## config.mk

```make
export PLATFORM = sky130hd
export DESIGN_NAME = adder_mw_seq
export DESIGN_NICKNAME = d
export VERILOG_FILES = /design/src/rtl/adder_mw_seq.sv
export SDC_FILE = /design/constraint.sdc
export NUM_CORES = 1
export LEC_CHECK = 0
export CAP_MARGIN = 20
export CORE_MARGIN = 4
export CORE_UTILIZATION = 40
export CTS_BUF_LIST = sky130_fd_sc_hd__clkbuf_4 sky130_fd_sc_hd__clkbuf_8
export DETAILED_ROUTE_END_ITERATION = 16
export PLACE_DENSITY = 0.95
export REMOVE_ABC_BUFFERS = 1
export SLEW_MARGIN = 20
export SYNTH_ARGS = -nofsm -noshare
export SYNTH_HDL_FRONTEND = slang
export SYNTH_SLANG_ARGS = --single-unit
```

## constraint.sdc

```tcl
create_clock -name clk -period 4.71 [get_ports clk]
set_input_delay 0.471 -clock clk [delete_from_list [all_inputs] [get_ports clk]]
set_output_delay 0.471 -clock clk [all_outputs]
set_load 0.005 [all_outputs]
```

## src/rtl/adder_mw_seq.sv

```systemverilog
// -----------------------------------------------------------------------------
// adder_mw_seq
//
// Multi-word add/subtract sequencer. It owns the shared 16-bit adder and
// chains it over 1..2^CNT_W-1 words, least-significant word first. Carry or
// borrow is carried between words internally. Operand pairs stream in and
// result words stream out over valid/ready handshakes.
//
// Subtraction uses A - B - borrow = A + ~B + ~borrow. The internal carry
// register therefore holds "not borrow" during a subtract, and it is flipped
// back when the final carry_out is reported.
//
// Optional feature macro: ADDER_MW_SEQ_OVF_EN
//   defined   -> ovf reports signed overflow of the whole multi-word result
//   undefined -> ovf is tied to 0 and no overflow logic is built
//
// Ports:
//   clk         in   system clock, rising edge
//   reset_n     in   asynchronous active-low reset
//   start       in   begin transaction (sampled only while idle)
//   sub         in   0 = add, 1 = subtract (latched at accepted start)
//   num_words   in   transaction length in words (latched at accepted start)
//   cy_init     in   initial carry (add) / borrow (sub)
//   op_valid    in   operand pair valid
//   op_ready    out  operand pair accepted when op_valid && op_ready
//   op_a        in   augend / minuend word
//   op_b        in   addend / subtrahend word
//   add_a       out  to adder A
//   add_b       out  to adder B
//   add_cy_in   out  to adder CY_In
//   add_out     in   from adder sum (combinational)
//   add_cy_out  in   from adder CY_Out (combinational)
//   res_valid   out  result word valid
//   res_ready   in   consumer ready
//   res_word    out  result word
//   res_last    out  final word marker, qualified by res_valid
//   busy        out  sequencer not idle
//   done        out  one-cycle pulse at transaction end
//   carry_out   out  final carry (add) / borrow (sub), held until next start
//   ovf         out  signed overflow of the whole result (optional feature)
// -----------------------------------------------------------------------------
module adder_mw_seq #(
  parameter int CNT_W = 4
) (
  input  logic             clk,
  input  logic             reset_n,
  input  logic             start,
  input  logic             sub,
  input  logic [CNT_W-1:0] num_words,
  input  logic             cy_init,
  input  logic             op_valid,
  output logic             op_ready,
  input  logic [15:0]      op_a,
  input  logic [15:0]      op_b,
  output logic [15:0]      add_a,
  output logic [15:0]      add_b,
  output logic             add_cy_in,
  input  logic [15:0]      add_out,
  input  logic             add_cy_out,
  output logic             res_valid,
  input  logic             res_ready,
  output logic [15:0]      res_word,
  output logic             res_last,
  output logic             busy,
  output logic             done,
  output logic             carry_out,
  output logic             ovf
);

  typedef enum logic [1:0] {
    IDLE  = 2'd0,
    RUN   = 2'd1,
    DRAIN = 2'd2
  } state_t;

  state_t           state;
  logic             sub_q;
  logic [CNT_W-1:0] remaining;
  logic             carry_q;

  logic [15:0]      b_eff;
  logic             accept;
  logic             start_accept;
  logic             last_accept;
  logic             out_handshake;
  logic             finish;

  // B is inverted for subtraction so the same adder computes A + ~B + ~borrow.
  assign b_eff = sub_q ? ~op_b : op_b;

  // A single output register with no skid buffer: a new operand may be taken
  // only when that register is empty or being emptied this same cycle.
  assign op_ready      = (state == RUN) && (!res_valid || res_ready);
  assign accept        = op_valid && op_ready;
  assign start_accept  = (state == IDLE) && start && (num_words != '0);
  assign last_accept   = accept && (remaining == CNT_W'(1));
  assign out_handshake = res_valid && res_ready;
  assign finish        = (state == DRAIN) && out_handshake && res_last;

  assign busy = (state != IDLE);

  // The adder is only driven while words are flowing; otherwise it sees
  // zeros so the shared instance is quiet for other users.
  always_comb begin
    add_a     = 16'h0000;
    add_b     = 16'h0000;
    add_cy_in = 1'b0;
    if (state == RUN) begin
      add_a     = op_a;
      add_b     = b_eff;
      add_cy_in = carry_q;
    end
  end

  // Main sequencer: state, latched mode, word counter, carry chain, the
  // output register and the end-of-transaction reporting.
  always_ff @(posedge clk or negedge reset_n) begin
    if (!reset_n) begin
      state     <= IDLE;
      sub_q     <= 1'b0;
      remaining <= '0;
      carry_q   <= 1'b0;
      res_valid <= 1'b0;
      res_word  <= 16'h0000;
      res_last  <= 1'b0;
      done      <= 1'b0;
      carry_out <= 1'b0;
    end else begin
      done <= 1'b0;
      case (state)
        IDLE: begin
          if (start_accept) begin
            state     <= RUN;
            sub_q     <= sub;
            remaining <= num_words;
            carry_q   <= sub ? ~cy_init : cy_init;
            carry_out <= 1'b0;
          end
        end

        RUN: begin
          if (accept) begin
            res_word  <= add_out;
            res_valid <= 1'b1;
            res_last  <= last_accept;
            carry_q   <= add_cy_out;
            remaining <= remaining - CNT_W'(1);
            if (last_accept) begin
              state <= DRAIN;
            end
          end else if (out_handshake) begin
            res_valid <= 1'b0;
          end
        end

        DRAIN: begin
          if (out_handshake) begin
            res_valid <= 1'b0;
            if (res_last) begin
              res_last  <= 1'b0;
              done      <= 1'b1;
              carry_out <= sub_q ? ~carry_q : carry_q;
              state     <= IDLE;
            end
          end
        end

        default: begin
          state <= IDLE;
        end
      endcase
    end
  end

`ifdef ADDER_MW_SEQ_OVF_EN
  logic ovf_cap;
  logic ovf_v;

  // Signed overflow is decided by the most significant word only: operands of
  // equal sign producing a sum of the opposite sign.
  assign ovf_v = (op_a[15] == b_eff[15]) && (add_out[15] != op_a[15]);

  // The flag is captured when the final word goes through the adder, but it
  // only becomes visible together with done, and is cleared by a new start.
  always_ff @(posedge clk or negedge reset_n) begin
    if (!reset_n) begin
      ovf_cap <= 1'b0;
      ovf     <= 1'b0;
    end else begin
      if (start_accept) begin
        ovf_cap <= 1'b0;
        ovf     <= 1'b0;
      end else begin
        if (last_accept) begin
          ovf_cap <= ovf_v;
        end
        if (finish) begin
          ovf <= ovf_cap;
        end
      end
    end
  end
`else
  assign ovf = 1'b0;
`endif

endmodule

```

==> results of run 1 <==
==> state kept, by name, indices dropped and copies added, names as in the netlist <==
register / count
res_valid: 1
carry_out: 1
carry_q: 1
remaining: 4
done: 1
sub_q: 1
res_word: 16
state: 2
res_last: 1
==> critical path, stage by stage (launching register included) <==
cell and delay (ns):
dfrtp_1 0.41, inv_1 0.12, ha_1 0.69, inv_1 0.54
nor2_1 0.27, clkdlybuf4s50_1 0.56
==> placed cells by master (no fill, tap or decap), types with 4 or more instances in the layout <==
cell             count
nor2_1              21
xnor2_1             18
inv_1                7
a21oi_1              6
mux2_1               5
o21ai_0              4
clkdlybuf4s50_1    114
nand2_1              5
mux2_2              14
clkbuf_8             4
dfrtp_1             28
nor3_1               4
ha_1                 7
and2_1              18
==> layer usage <==
metal	GRT usage	wire length, um	vias to the layer above
li1	-	-	821
met1	0.1871	1867	819
met2	0.3278	2544	92
met3	0.05340	664	6
met4	0.04150	44	0
met5	0	0	-
==> worst max path at each step <==
stage	from	end	slack (ns)	cells after the start
final	state[1]	add_b[12]	1.37	5
after global routing	state[1]	add_b[12]	1.15	5
after CTS	state[1]	add_b[12]	1.38	5
after detailed placement	state[1]	add_b[12]	1.68	5
after global placement	state[1]	add_b[9]	1.86	5
after floorplan	state[1]	carry_q	2.40	5
==> report_power, final <==
| group | leakage (nW) | total, W | switching [W] | internal, W |
|---|---|---|---|---|
| combinational | 0.831 | 0.000999 | 0.000394 | 0.000605 |
| clock | 0.0288 | 0.000151 | 0.0000761 | 0.0000748 |
| sequential | 0.339 | 0.000456 | 0.000105 | 0.000351 |
| total | 1.20 | 0.00161 | 0.000575 | 0.00103 |
==> per-stage QoR <==
stage | hold slack [ns] | util | power (W)
2_1_floorplan | 0.1754 | - | 0.0009251
3_3_place_gp | 0.4668 | 0.6817 | 0.001423
3_5_place_dp | 0.4790 | 0.6817 | 0.001467
4_1_cts | 0.4975 | 0.6944 | 0.001625
5_1_grt | 0.5370 | 0.6944 | 0.001732
6_report | 0.4915 | 0.6944 | 0.001606
==> kinds of logic (layout without fill, tap and decap cells) <==
| family | after synthesis | count (layout) | share of synthesized area |
|---|---|---|---|
| AO/OA/AOI/OAI | 25 | 25 | 0.1117 |
| adder cells (fa/ha/maj) | 7 | 7 | 0.04916 |
| XOR/XNOR | 18 | 18 | 0.08848 |
| buffers and inverters | 18 | 127 | 0.04354 |
| flip-flops | 28 | 28 | 0.3933 |
| other | 1 | 1 | 0.002105 |
| multiplexers | 20 | 20 | 0.1257 |
| AND/OR/NAND/NOR | 61 | 61 | 0.1861 |
==> final cells by class <==
cell class,count,area share
inverter,8,0.01000
multi-input combinational,132,0.3342
clock buffer,4,0.01833
tap,52,0.02167
timing repair buffer,115,0.3825
sequential,28,0.2333
==> impl_metrics.yaml, run 1 <==
worst_setup_path:
  crit_arrival_ns: 2.87
  start_kind: "flip-flop"
  r2r_cells: 5
  path_class: "reg2out"
  crit_fanout: 30
  worst-endpoint-required_ns: 4.24
  crit_path_end_kind: "output port"
  r2r-end: "carry_q"
  r2r_slack_ns: 1.77
  rr_startpoint: "state[1]"
synth:
  ys_types: 42
  synthFlopType: "dfrtp_1"
  synth_cells: 178
  synth_top_area_cell: "dfrtp_1"
  ys_top_cells_by_area: "dfrtp_1 39%, mux2_2 8.8%, xnor2_1 8.8%"
  yosysSeqAreaShare: 0.3933
  synth_edf_count: 0
  ys_warn_count: 0
  synth_area_um2: 1782
  yosys.cell_count.top_type: "dfrtp_1"
  async_reset_ff_frac: 1.000
  synth_seq_cells: 28
  synth_commonest_cells: "28 x dfrtp_1, 21 x nor2_1, 18 x and2_1, 18 x xnor2_1, 14 x mux2_2"
  syn_area_per_cell_um2: 10.01
  yosysTopAreaCellShare: 0.3933
run_status:
  status: "finished, final reports clean"
routing:
  initialDrtViolationCount: 80
  drc_errors: 0
  ant_nets: 0
  drt-vias-per-instance: 5.127
  firstDrtPassIters: 4
  route.vias.total: 1738
  wl_per_cell_um: 15.11
  routed_wl_um: 5121
place:
  place.gp.congestion: 0.8727
  dp_cells: 335
  place_area_um2: 2948
  place_ws_ns: 1.678
  dp_hpwl_um: 4075
  port_buffers: 114
sta:
  max_clock_freq_mhz: 299.0
  setup_viol: 0
  hold_viol_final: 0
  fin_crit_ns: 3.344
  worst_pin_slew_ns: 0.9462
  rsz0062_at_grt: "false"
  slew_viol_final: 0
  fin_ws_ns: 1.366
  fin_crit_sh: 0.7100
  max_slew_margin: 0.3692
  finClkSkew_ns: 0.004094
  tns_ns: 0
floorplanning:
  die_area_um2: 5586
  dieHeight_um: 74.74
  die_w_um: 74.74
  initial_core_util: 0.4120
  placementRows: 24
  core_area_um2: 4324
  io_pins: 116
job:
  cap_violations: 0
cells_and_area:
  fin_cells: 339
  seqCellArea_um2: 700.7
  nets: 355
  area_growth_pct: 68.54
  n_antenna_cell: 0
  final_area_um2: 3003
  n_fill_cell: 344
  layout-drive-gt1-share: 0.09408
  multi_input_area_um2: 1003
power_and_ir_drop:
  vdd.ir_drop.worst_uv: 284.6
  power_leakage_nw: 1.199
  power_density_nw_per_um2: 534.9
min_path:
  whs_path_depth: 1
  hold_path.startpoint: "res_word[7]"
  hold_path_class: "reg2reg"
  whs_endpoint: "res_word[7]"
clock_network:
  clk_path_buf_depth: 2
  clkTransAtPathRegs_ns: 0.10
  cts_sinks: 28
  cts_max_level: 1
  post-cts-setup-buffer-count: 0
  post_cts_resize_count: 0
  hold_buffers: 0
  numCtsBuffers: 3
  cts_tree: "built"
  root_buffer: "clkbuf_8"
  clk_latency_ns: 0.27
global_route:
  grt_max_degree: 31
  grt_pass1_wl_um: 7672
  antenna_found_initial: 0
  grt_pass1_vias: 1747
  track_usage: 0.1732
  grt_remaining_overflow: 0
Note: power is estimated with default switching activity, not from simulation.
==> inputs of run 2 (changes only) <==
- CORE_UTILIZATION: 40 -> 37
- PLACE_DENSITY: 0.95 -> 0.92
- clock period: 4.71 -> 3.16 ns (I/O delays scaled with it)
==> run 2 against run 1 <==
Effect of this change: sequential share of layout area fell by 0.24 points; first-iteration DRC count fell by 1.3%; cell count rose by 0.59%; via count fell by 0.29%; die area rose by 7.2%; register-to-register slack got worse by 0.91 ns; non-clock buffer count rose by 2; hold slack got worse by 0.081 ns; power rose by 53%; critical path depth did not move; combinational power rose by 50%; critical endpoint is now add_b[7]; largest cell class unchanged.
==> impl_metrics.yaml, run 2 (synthesis results as in run 1) <==
clock_network:
  post_cts_resize_count: 0
  post-cts-setup-buffer-count: 0
  cts_max_level: 1
  hold_buffers: 0
  clk_latency_ns: 0.27
  clkTransAtPathRegs_ns: 0.09
  numCtsBuffers: 3
  clk_path_buf_depth: 2
  cts_sinks: 28
  root_buffer: "clkbuf_8"
  cts_tree: "built"
power_and_ir_drop:
  power_leakage_nw: 1.217
  power_density_nw_per_um2: 811.2
  vdd.ir_drop.worst_uv: 449.5
floorplanning:
  io_pins: 116
  initial_core_util: 0.3956
  placementRows: 24
  core_area_um2: 4504
  die_area_um2: 5990
  dieHeight_um: 77.40
  die_w_um: 77.40
cells_and_area:
  regMostFlops: "res_word"
  layout_common_cells: "114 x clkdlybuf4s50_1, 28 x dfrtp_1, 21 x nor2_1"
  area_growth_pct: 70.29
  n_antenna_cell: 0
  largest_reg_flops: 16
  top_regs: "res_word (16), remaining (4), state (2)"
  final_common_cell: "clkdlybuf4s50_1"
  layout-drive-gt1-share: 0.1003
  nets: 357
worst_setup_path:
  crit_fanout: 22
  r2r-end: "carry_q"
  crit_path_end_kind: "output port"
  r2r_slack_ns: 0.86
  r2r_cells: 6
  start_kind: "flip-flop"
  worst-endpoint-required_ns: 2.84
  critical_path.startpoint: "state[1]"
  path_class: "reg2out"
  crit_arrival_ns: 2.46
  rr_startpoint: "state[1]"
place:
  place_ws_ns: 0.6503
  port_buffers: 114
  dp_hpwl_um: 4076
  place.gp.congestion: 0.8431
sta:
  max_slew_margin: 0.4409
  tns_ns: 0
  holdWs_ns: 0.4106
  fin_crit_ns: 2.778
  max_clock_freq_mhz: 359.9
  worst_pin_slew_ns: 0.8387
  fin_ws_ns: 0.3818
  setup_viol: 0
  fin_crit_sh: 0.8792
  slew_viol_final: 0
  rsz0062_at_grt: "false"
  hold_viol_final: 0
  finClkSkew_ns: 0.002963
min_path:
  hold_path_class: "in2async"
global_route:
  grt_max_degree: 29
  grt_remaining_overflow: 0
  grt_pass1_vias: 1786
  antenna_found_initial: 0
  grt_pass1_wl_um: 8211
  track_usage: 0.1638
run_status:
  status: "finished, final reports clean"
routing:
  ant_nets: 0
  firstDrtPassIters: 5
  wl_per_cell_um: 15.03
  initialDrtViolationCount: 79
  route.vias.total: 1733
  drt-vias-per-instance: 5.082
  drc_errors: 0
  routed_wl_um: 5124
job:
  cap_violations: 0
run 2: area by class of cell:
| cell class | instances | area [um2] |
|---|---|---|
| fill | 365 | 1470 |
| timing repair buffer | 117 | 1164 |
| multi-input combinational | 132 | 1003 |
| sequential | 28 | 700.7 |
| tap | 52 | 65.06 |
| clock buffer | 3 | 41.29 |
| clock inverter | 1 | 30.03 |
| inverter | 8 | 30.03 |
run 2: worst max-delay path, stage by stage, from the launching register on:
cell	delay, ns
dfrtp_1	0.41
inv_1	0.13
ha_1	0.47
inv_1	0.44
nor2_1	0.22
clkdlybuf4s50_1	0.52
run 2: routing by layer:
metal  track usage  vias up  wire length, um
li1              -      828                -
met1        0.1900      810             2009
met2        0.2962       87             2564
met3       0.05324        8              509
met4       0.03203        0               41
met5             0        -                0
run 2: how the worst max path moves through the flow:
stage | cells after the start | to
CTS | 5 | add_b[1]
floorplan | 5 | carry_q
finish | 5 | add_b[7]
detailed placement | 5 | add_b[7]
global placement | 5 | add_b[6]
global route | 5 | add_b[1]
run 2: metrics by stage:
step	std cells	total power, W	utilization	instance area (um2)
final	341	0.002461	0.6736	3034
after global routing	341	0.002653	0.6736	3034
after CTS	341	0.002499	0.6736	3034
after detailed placement	337	0.002206	0.6578	2963
after global placement	337	0.002150	0.6578	2963
after floorplan	168	0.001379	-	1734
run 2: power breakdown:
part / switching [W] / internal [W]
logic: 0.000589 / 0.000913
clock network: 0.000109 / 0.000170
registers: 0.000157 / 0.000523
